### src/rtl/nw_ctrl_fsm_p_if.sv
// nw_ctrl_fsm_p_if -- handshake/control bundle for the Needleman-Wunsch
// matrix-fill controller.
//   master : drives start/abort and the datapath status strobes
//            (init_done, calc, tb_done); observes enables, cell and state.
//   slave  : the controller; consumes the strobes, drives the enables,
//            busy/done, current cell (row, col) and the raw state code.
// IW/JW must match the controller's row/column index widths.
interface nw_ctrl_fsm_p_if #(
  parameter int IW = 4,
  parameter int JW = 4
);
  logic          start;
  logic          abort;
  logic          init_done;
  logic          calc;
  logic          tb_done;
  logic          en_init;
  logic          en_ins;
  logic          we;
  logic          en_read;
  logic          en_traceB;
  logic          busy;
  logic          done;
  logic [IW-1:0] row;
  logic [JW-1:0] col;
  logic [2:0]    state;

  modport master (
    output start, abort, init_done, calc, tb_done,
    input  en_init, en_ins, we, en_read, en_traceB, busy, done, row, col, state
  );

  modport slave (
    input  start, abort, init_done, calc, tb_done,
    output en_init, en_ins, we, en_read, en_traceB, busy, done, row, col, state
  );
endinterface

### src/rtl/nw_ctrl_fsm_p.sv
// nw_ctrl_fsm_p -- sequencing FSM for a Needleman-Wunsch alignment datapath.
// Walks an N x M score matrix one cell at a time: INIT until the datapath
// reports init_done, then a READ/FILL pair per cell (READ waits on calc,
// FILL writes for one cycle), then TRACEB until tb_done, then a one-cycle
// END with done=1. abort returns to IDLE from any busy state.
//
// Ports:
//   clk  : rising-edge clock
//   rst  : asynchronous, active-low reset (forces IDLE, cell (1,1))
//   bus  : nw_ctrl_fsm_p_if.slave -- start/abort/init_done/calc/tb_done in;
//          en_init/en_ins/we/en_read/en_traceB/busy/done/row/col/state out.
//
// Build option: define NW_BAND_EN to visit only cells with |i-j| <= BAND
// (row-major order inside the diagonal band). Without it BAND is unused and
// every cell is visited.
module nw_ctrl_fsm_p #(
  parameter int N    = 8,
  parameter int M    = 8,
  parameter int IW   = 4,
  parameter int JW   = 4,
  parameter int BAND = 2
) (
  input  logic           clk,
  input  logic           rst,
  nw_ctrl_fsm_p_if.slave bus
);

  // Elaboration-time parameter sanity checks.
  if ((1 << IW) <= N) begin : g_iw_chk
    $error("nw_ctrl_fsm_p: IW too narrow for N");
  end
  if ((1 << JW) <= M) begin : g_jw_chk
    $error("nw_ctrl_fsm_p: JW too narrow for M");
  end
`ifdef NW_BAND_EN
  if ((N - M > BAND) || (M - N > BAND)) begin : g_band_chk
    $error("nw_ctrl_fsm_p: (N,M) lies outside the band");
  end
`else
  if (BAND < 0) begin : g_band_chk
    $error("nw_ctrl_fsm_p: BAND must be non-negative");
  end
`endif

  typedef enum logic [2:0] {
    S_IDLE   = 3'd0,
    S_INIT   = 3'd1,
    S_READ   = 3'd2,
    S_FILL   = 3'd3,
    S_TRACEB = 3'd4,
    S_END    = 3'd5
  } state_t;

  localparam logic [IW-1:0] ROW_ONE  = IW'(1);
  localparam logic [IW-1:0] ROW_LAST = IW'(N);
  localparam logic [JW-1:0] COL_ONE  = JW'(1);
  localparam logic [JW-1:0] COL_LAST = JW'(M);

  state_t        state_q, state_d;
  logic [IW-1:0] row_q, row_d;
  logic [JW-1:0] col_q, col_d;

  // Cell-advance helpers: row_end marks the last visited column of the
  // current row, col_first the first visited column of the next row.
  logic          at_last;
  logic          row_end;
  logic [JW-1:0] col_first;

  assign at_last = (row_q == ROW_LAST) && (col_q == COL_LAST);

`ifdef NW_BAND_EN
  logic [31:0]   band_hi;
  logic [JW-1:0] band_lo;

  always_comb begin
    // min(M, i+BAND)
    band_hi = 32'(row_q) + 32'(BAND);
    if (band_hi > 32'(M)) band_hi = 32'(M);
    // max(1, (i+1)-BAND): first in-band column of the following row
    band_lo = COL_ONE;
    if (32'(row_q) >= 32'(BAND)) band_lo = JW'(32'(row_q) + 32'd1 - 32'(BAND));
  end

  assign row_end   = (32'(col_q) == band_hi);
  assign col_first = band_lo;
`else
  assign row_end   = (col_q == COL_LAST);
  assign col_first = COL_ONE;
`endif

  // State register
  always_ff @(posedge clk or negedge rst) begin
    if (!rst) begin
      state_q <= S_IDLE;
      row_q   <= ROW_ONE;
      col_q   <= COL_ONE;
    end else begin
      state_q <= state_d;
      row_q   <= row_d;
      col_q   <= col_d;
    end
  end

  // Next-state and cell-index logic
  always_comb begin
    state_d = state_q;
    row_d   = row_q;
    col_d   = col_q;
    case (state_q)
      S_IDLE: begin
        if (bus.start) begin
          state_d = S_INIT;
          row_d   = ROW_ONE;
          col_d   = COL_ONE;
        end
      end
      S_INIT:   if (bus.init_done) state_d = S_READ;
      S_READ:   if (bus.calc)      state_d = S_FILL;
      S_FILL: begin
        if (at_last) begin
          state_d = S_TRACEB;          // row/col stay at (N,M) for traceback
        end else begin
          state_d = S_READ;
          if (row_end) begin
            row_d = row_q + ROW_ONE;
            col_d = col_first;
          end else begin
            col_d = col_q + COL_ONE;
          end
        end
      end
      S_TRACEB: if (bus.tb_done) state_d = S_END;
      // END (and the unused codes 6/7) fall back to IDLE unconditionally;
      // the cell is re-homed so IDLE always shows (1,1).
      default: begin
        state_d = S_IDLE;
        row_d   = ROW_ONE;
        col_d   = COL_ONE;
      end
    endcase
    // abort overrides everything else once a run is in progress
    if (bus.abort && (state_q != S_IDLE)) begin
      state_d = S_IDLE;
      row_d   = ROW_ONE;
      col_d   = COL_ONE;
    end
  end

  // Moore output decode
  always_comb begin
    bus.en_init   = 1'b0;
    bus.en_ins    = 1'b0;
    bus.we        = 1'b0;
    bus.en_read   = 1'b0;
    bus.en_traceB = 1'b0;
    bus.done      = 1'b0;
    bus.busy      = (state_q != S_IDLE);
    case (state_q)
      S_INIT: begin
        bus.en_init = 1'b1;
        bus.we      = 1'b1;
      end
      S_READ: begin
        bus.en_ins  = 1'b1;
        bus.en_read = 1'b1;
      end
      S_FILL:   bus.we        = 1'b1;
      S_TRACEB: bus.en_traceB = 1'b1;
      S_END:    bus.done      = 1'b1;
      default: ;
    endcase
  end

  assign bus.row   = row_q;
  assign bus.col   = col_q;
  assign bus.state = state_q;

endmodule

### src/flat_wrapper.sv
// flat-port wrapper written by rule: the top's interface ports become plain ports
module nw_ctrl_fsm_p_flat 
#(
  parameter int N    = 8,
  parameter int M    = 8,
  parameter int IW   = 4,
  parameter int JW   = 4,
  parameter int BAND = 2
)
  (clk, rst, bus_start, bus_abort, bus_init_done, bus_calc, bus_tb_done, bus_en_init, bus_en_ins, bus_we, bus_en_read, bus_en_traceB, bus_busy, bus_done, bus_row, bus_col, bus_state);
  nw_ctrl_fsm_p_if #(.IW(IW), .JW(JW)) bus_i ();
  input  logic clk;
  input  logic rst;
  input wire logic [$bits(bus_i.start)-1:0] bus_start;
  input wire logic [$bits(bus_i.abort)-1:0] bus_abort;
  input wire logic [$bits(bus_i.init_done)-1:0] bus_init_done;
  input wire logic [$bits(bus_i.calc)-1:0] bus_calc;
  input wire logic [$bits(bus_i.tb_done)-1:0] bus_tb_done;
  output wire logic [$bits(bus_i.en_init)-1:0] bus_en_init;
  output wire logic [$bits(bus_i.en_ins)-1:0] bus_en_ins;
  output wire logic [$bits(bus_i.we)-1:0] bus_we;
  output wire logic [$bits(bus_i.en_read)-1:0] bus_en_read;
  output wire logic [$bits(bus_i.en_traceB)-1:0] bus_en_traceB;
  output wire logic [$bits(bus_i.busy)-1:0] bus_busy;
  output wire logic [$bits(bus_i.done)-1:0] bus_done;
  output wire logic [$bits(bus_i.row)-1:0] bus_row;
  output wire logic [$bits(bus_i.col)-1:0] bus_col;
  output wire logic [$bits(bus_i.state)-1:0] bus_state;
  assign bus_i.start = bus_start;
  assign bus_i.abort = bus_abort;
  assign bus_i.init_done = bus_init_done;
  assign bus_i.calc = bus_calc;
  assign bus_i.tb_done = bus_tb_done;
  assign bus_en_init = bus_i.en_init;
  assign bus_en_ins = bus_i.en_ins;
  assign bus_we = bus_i.we;
  assign bus_en_read = bus_i.en_read;
  assign bus_en_traceB = bus_i.en_traceB;
  assign bus_busy = bus_i.busy;
  assign bus_done = bus_i.done;
  assign bus_row = bus_i.row;
  assign bus_col = bus_i.col;
  assign bus_state = bus_i.state;
  nw_ctrl_fsm_p #(.N(N), .M(M), .IW(IW), .JW(JW), .BAND(BAND)) u_core (.clk(clk), .rst(rst), .bus(bus_i));
endmodule
### config.mk
export PLATFORM = sky130hd
export DESIGN_NAME = nw_ctrl_fsm_p_flat
export DESIGN_NICKNAME = d
export VERILOG_FILES = /design/src/rtl/nw_ctrl_fsm_p_if.sv /design/src/rtl/nw_ctrl_fsm_p.sv /design/src/flat_wrapper.sv
export SDC_FILE = /design/constraint.sdc
export NUM_CORES = 1
export LEC_CHECK = 0
export BUFFER_PORTS_ARGS = -buffer_cell sky130_fd_sc_hd__buf_2
export CORE_ASPECT_RATIO = 0.8
export CORE_MARGIN = 3
export CORE_UTILIZATION = 45
export CTS_CLUSTER_DIAMETER = 50
export DETAILED_ROUTE_END_ITERATION = 16
export MAX_ROUTING_LAYER = met4
export PLACE_DENSITY = 0.77
export SETUP_SLACK_MARGIN = 0.4
export SYNTH_ARGS = -nofsm -noshare
export SYNTH_HDL_FRONTEND = slang
export SYNTH_SLANG_ARGS = --single-unit
### constraint.sdc
create_clock -name clk -period 2.48 [get_ports clk]
set_input_delay 0.372 -clock clk [delete_from_list [all_inputs] [get_ports clk]]
set_output_delay 0.372 -clock clk [all_outputs]
set_load 0.03 [all_outputs]
==> flow_summary_export.csv <==
group,metric,value,unit
clocking,htree_levels,1,
timing,worst_pin_slew,543.8,ps
critical_path,r2r_start,"u_core.bus.state[2]",
timing,hold_ws,296.8,ps
critical_path,required,2640,ps
clocking,hold_buffers,1,
worst_hold_path,worst_hold_path.endpoint,"u_core.bus.state[0]",
power_and_ir_drop,p_int,0.3087,mW
floorplanning,coreArea,1501,µm²
clocking,cts_tree,"done",
timing,layout_min_cycle_time,1893,ps
outcome,status,"finished clean",
timing,maxSlewHeadroom,63.75,%
synth,synth_seq_cells,11,
place,place_area,887.1,µm²
timing,setup-violations-final,0,
power_and_ir_drop,seqPwrFrac,43.1,%
timing,fmax,528.2,MHz
timing,fin_skew,6.984,ps
synth,synthTopCellsByCount,"dfrtp_1 (9), inv_1 (6), nor2_1 (6), o21ai_0 (6), nand2_1 (5)",
cells_and_area,fin_util,61.50,%
power_and_ir_drop,finalPower,0.5017,mW
timing,layout_setup_ws,586.7,ps
critical_path,cp-end-kind,"register",
routing,firstDrtPassIters,4,
synth,synth_most_common_cell,"dfrtp_1",
synth,synthFlopType,"dfrtp_1",
worst_hold_path,hold_path_class,"primary input to register",
clocking,numCtsBuffers,3,
floorplanning,rows,12,
synth,syn_nets,95,
worst_hold_path,min-delay-start,"bus_calc",
timing,fin_setup_tns,0,ps
power_and_ir_drop,p_clk_share,25.1,%
global_routing,grt_pass1_vias,596,
clocking,clk_pin_slew,80,ps
routing,num_vias,711,
place,dp.cells,123,
critical_path,rrSetupSlack,590,ps
floorplanning,initial_core_util,51.42,%
cells_and_area,layout.cells.non_filler,128,
worst_hold_path,min_path_cells,3,
routing,ant_nets,0,
synth,synth_top_area_cell,"dfrtp_1",
synth,synth.distinct_cells,33,
critical_path,cp-start-kind,"register",
place,dp_hpwl,1.248,mm
synth,syn_area,772.0,µm²
flow_run,cap_violations,0,
critical_path,cp_max_fo,18,
routing,viasPerCell,5.555,
critical_path,reg2reg_depth,4,
synth,netlist_instances,84,
cells_and_area,drive_above_1_share,30.84,%
routing,wl_per_cell,13.43,µm
critical_path,crit_arrival,2050,ps
power_and_ir_drop,p_leak,0.4757,nW
global_routing,grtUsageTotal,17.69,%
routing,drc,0,
clocking,clk_path_buf_depth,2,
clocking,clock-root-buffer,"clkbuf_4",
place,pre_cts_slack,589.0,ps
clocking,cts_resized,0,
synth,synth_enable_flop_cells,0,
synth,yosysSeqAreaShare,35.98,%
floorplanning,die-width,52.31,µm
clocking,cts.sinks,11,
routing,wirelength,1.719,mm
clocking,post_cts.repair.setup_buffers,0,
power_and_ir_drop,peakVddDrop,0.0003425,V
cells_and_area,syn_to_final_growth,19.61,%
cells_and_area,fin_area,923.4,µm²
cells_and_area,antenna_cells,0,
floorplanning,die_y,43.05,µm
power_and_ir_drop,combPwrFrac,31.7,%
critical_path,reg2reg_to,"u_core.bus.row[3]",
timing,hold_violations,0,
global_routing,grt_pass1_wl,2.842,mm
power_and_ir_drop,p_per_area,543.3,nW/µm²
timing,timing.final.crit_share,76.34,%
power_and_ir_drop,p_sw_share,38.47,%
global_routing,grt_overflow,0,
power_and_ir_drop,switchingPower,0.1930,mW
floorplanning,die-area,2251,µm²
synth,synthTopCellsByArea,"dfrtp_1 (29%), dfstp_2 (6.8%), ha_1 (6.5%)",
routing,initialDrtViolationCount,17,
timing,rsz0062_at_grt,"false",
synth,synthArstFlopShare,100.0,%
cells_and_area,nNetsFinal,119,
timing,drv_slew,0,
clocking,clk_latency,280,ps
synth,syn_avg_cell_area,9.190,µm²
place,io_buffers,24,
place,gp_congestion,0.8142,
synth,synth_top_area_share,29.17,%
global_routing,antenna_found_initial,0,
floorplanning,ioPinCount,25,
global_routing,grt_max_degree,19,
critical_path,worstSetupPathType,"register to register",
synth,ys.warnings.count,0,
-- worst max-delay path by stage --
stage	start	to	cells past startpoint
finish	u_core.bus.state[2]	u_core.bus.row[3]	4
detailed placement	u_core.bus.state[2]	u_core.bus.row[3]	4
global route	u_core.bus.state[2]	u_core.bus.row[1]	4
floorplan	u_core.bus.state[0]	bus_en_init	2
global placement	u_core.bus.state[2]	u_core.bus.row[3]	4
CTS	u_core.bus.state[2]	u_core.bus.row[3]	4
-- state kept, by name (all words and copies together), names as in the netlist --
| signal | flops |
|---|---|
| u_core.bus.state | 3 |
| u_core.bus.col | 4 |
| u_core.bus.row | 4 |
-- per-layer routing --
metal / part of all wire, % / global-route usage [%] / wire length (µm) / vias up
met2: 44 / 25.25 / 763 / 22
met4: 1.5 / 3.061 / 25 / 0
li1: - / - / - / 348
met5: 0 / - / 0 / -
met1: 48 / 23.61 / 821 / 336
met3: 6.3 / 7.368 / 109 / 5
-- critical path, cell delays in order, from the launching register on --
cell     delay [ps]
dfrtp_1         690
nor4b_1         150
a211o_1         380
or2_1           280
a211o_1         290
-- cells by family after synthesis --
group	Yosys count	share of synthesized area (%)
buf+inv	12	8.266
compound gates	16	13.45
flops	11	35.98
simple gates	37	30.63
mux	4	5.187
fa+ha+maj	4	6.483
-- power by group through the flow --
stage	clock, mW	sequential (mW)	combinational, mW
after CTS	0.129	0.217	0.160
after global routing	0.141	0.220	0.172
after global placement	0	0.218	0.154
final	0.126	0.216	0.159
after floorplan	0	0.225	0.111
after detailed placement	0	0.220	0.157
-- area by class of cell --
cell class,instances,area [µm²]
Clock buffer,4,26.28
Timing Repair Buffer,25,130.1
Fill cell,138,578.1
Inverter,6,22.52
Tap cell,21,26.28
Sequential cell,11,277.8
Multi-Input combinational cell,61,440.4
-- cells in the final DEF, fill, tap and decap left out, drive strengths merged --
cell	netlist	routed
a211o	2	2
nor4	1	1
nand4b	1	1
nand4	1	1
nor2b	1	1
buf	3	24
and3	1	1
nor3b	3	3
nor3	4	4
nand3	1	1
a211oi	2	2
o31ai	1	1
o31a	1	1
mux2i	4	4
and3b	2	2
dfstp	2	2
a41o	1	1
ha	4	4
clkbuf	3	4
nor2	6	6
nand3b	3	3
nor4b	3	3
dfrtp	9	9
nand2	5	5
inv	6	6
or2	1	1
nand2b	1	1
nand4bb	1	1
dlygate4sd3	0	1
a21oi	3	3
o21ai	6	6
or3	2	2
Power figures use the tool's default switching activity.
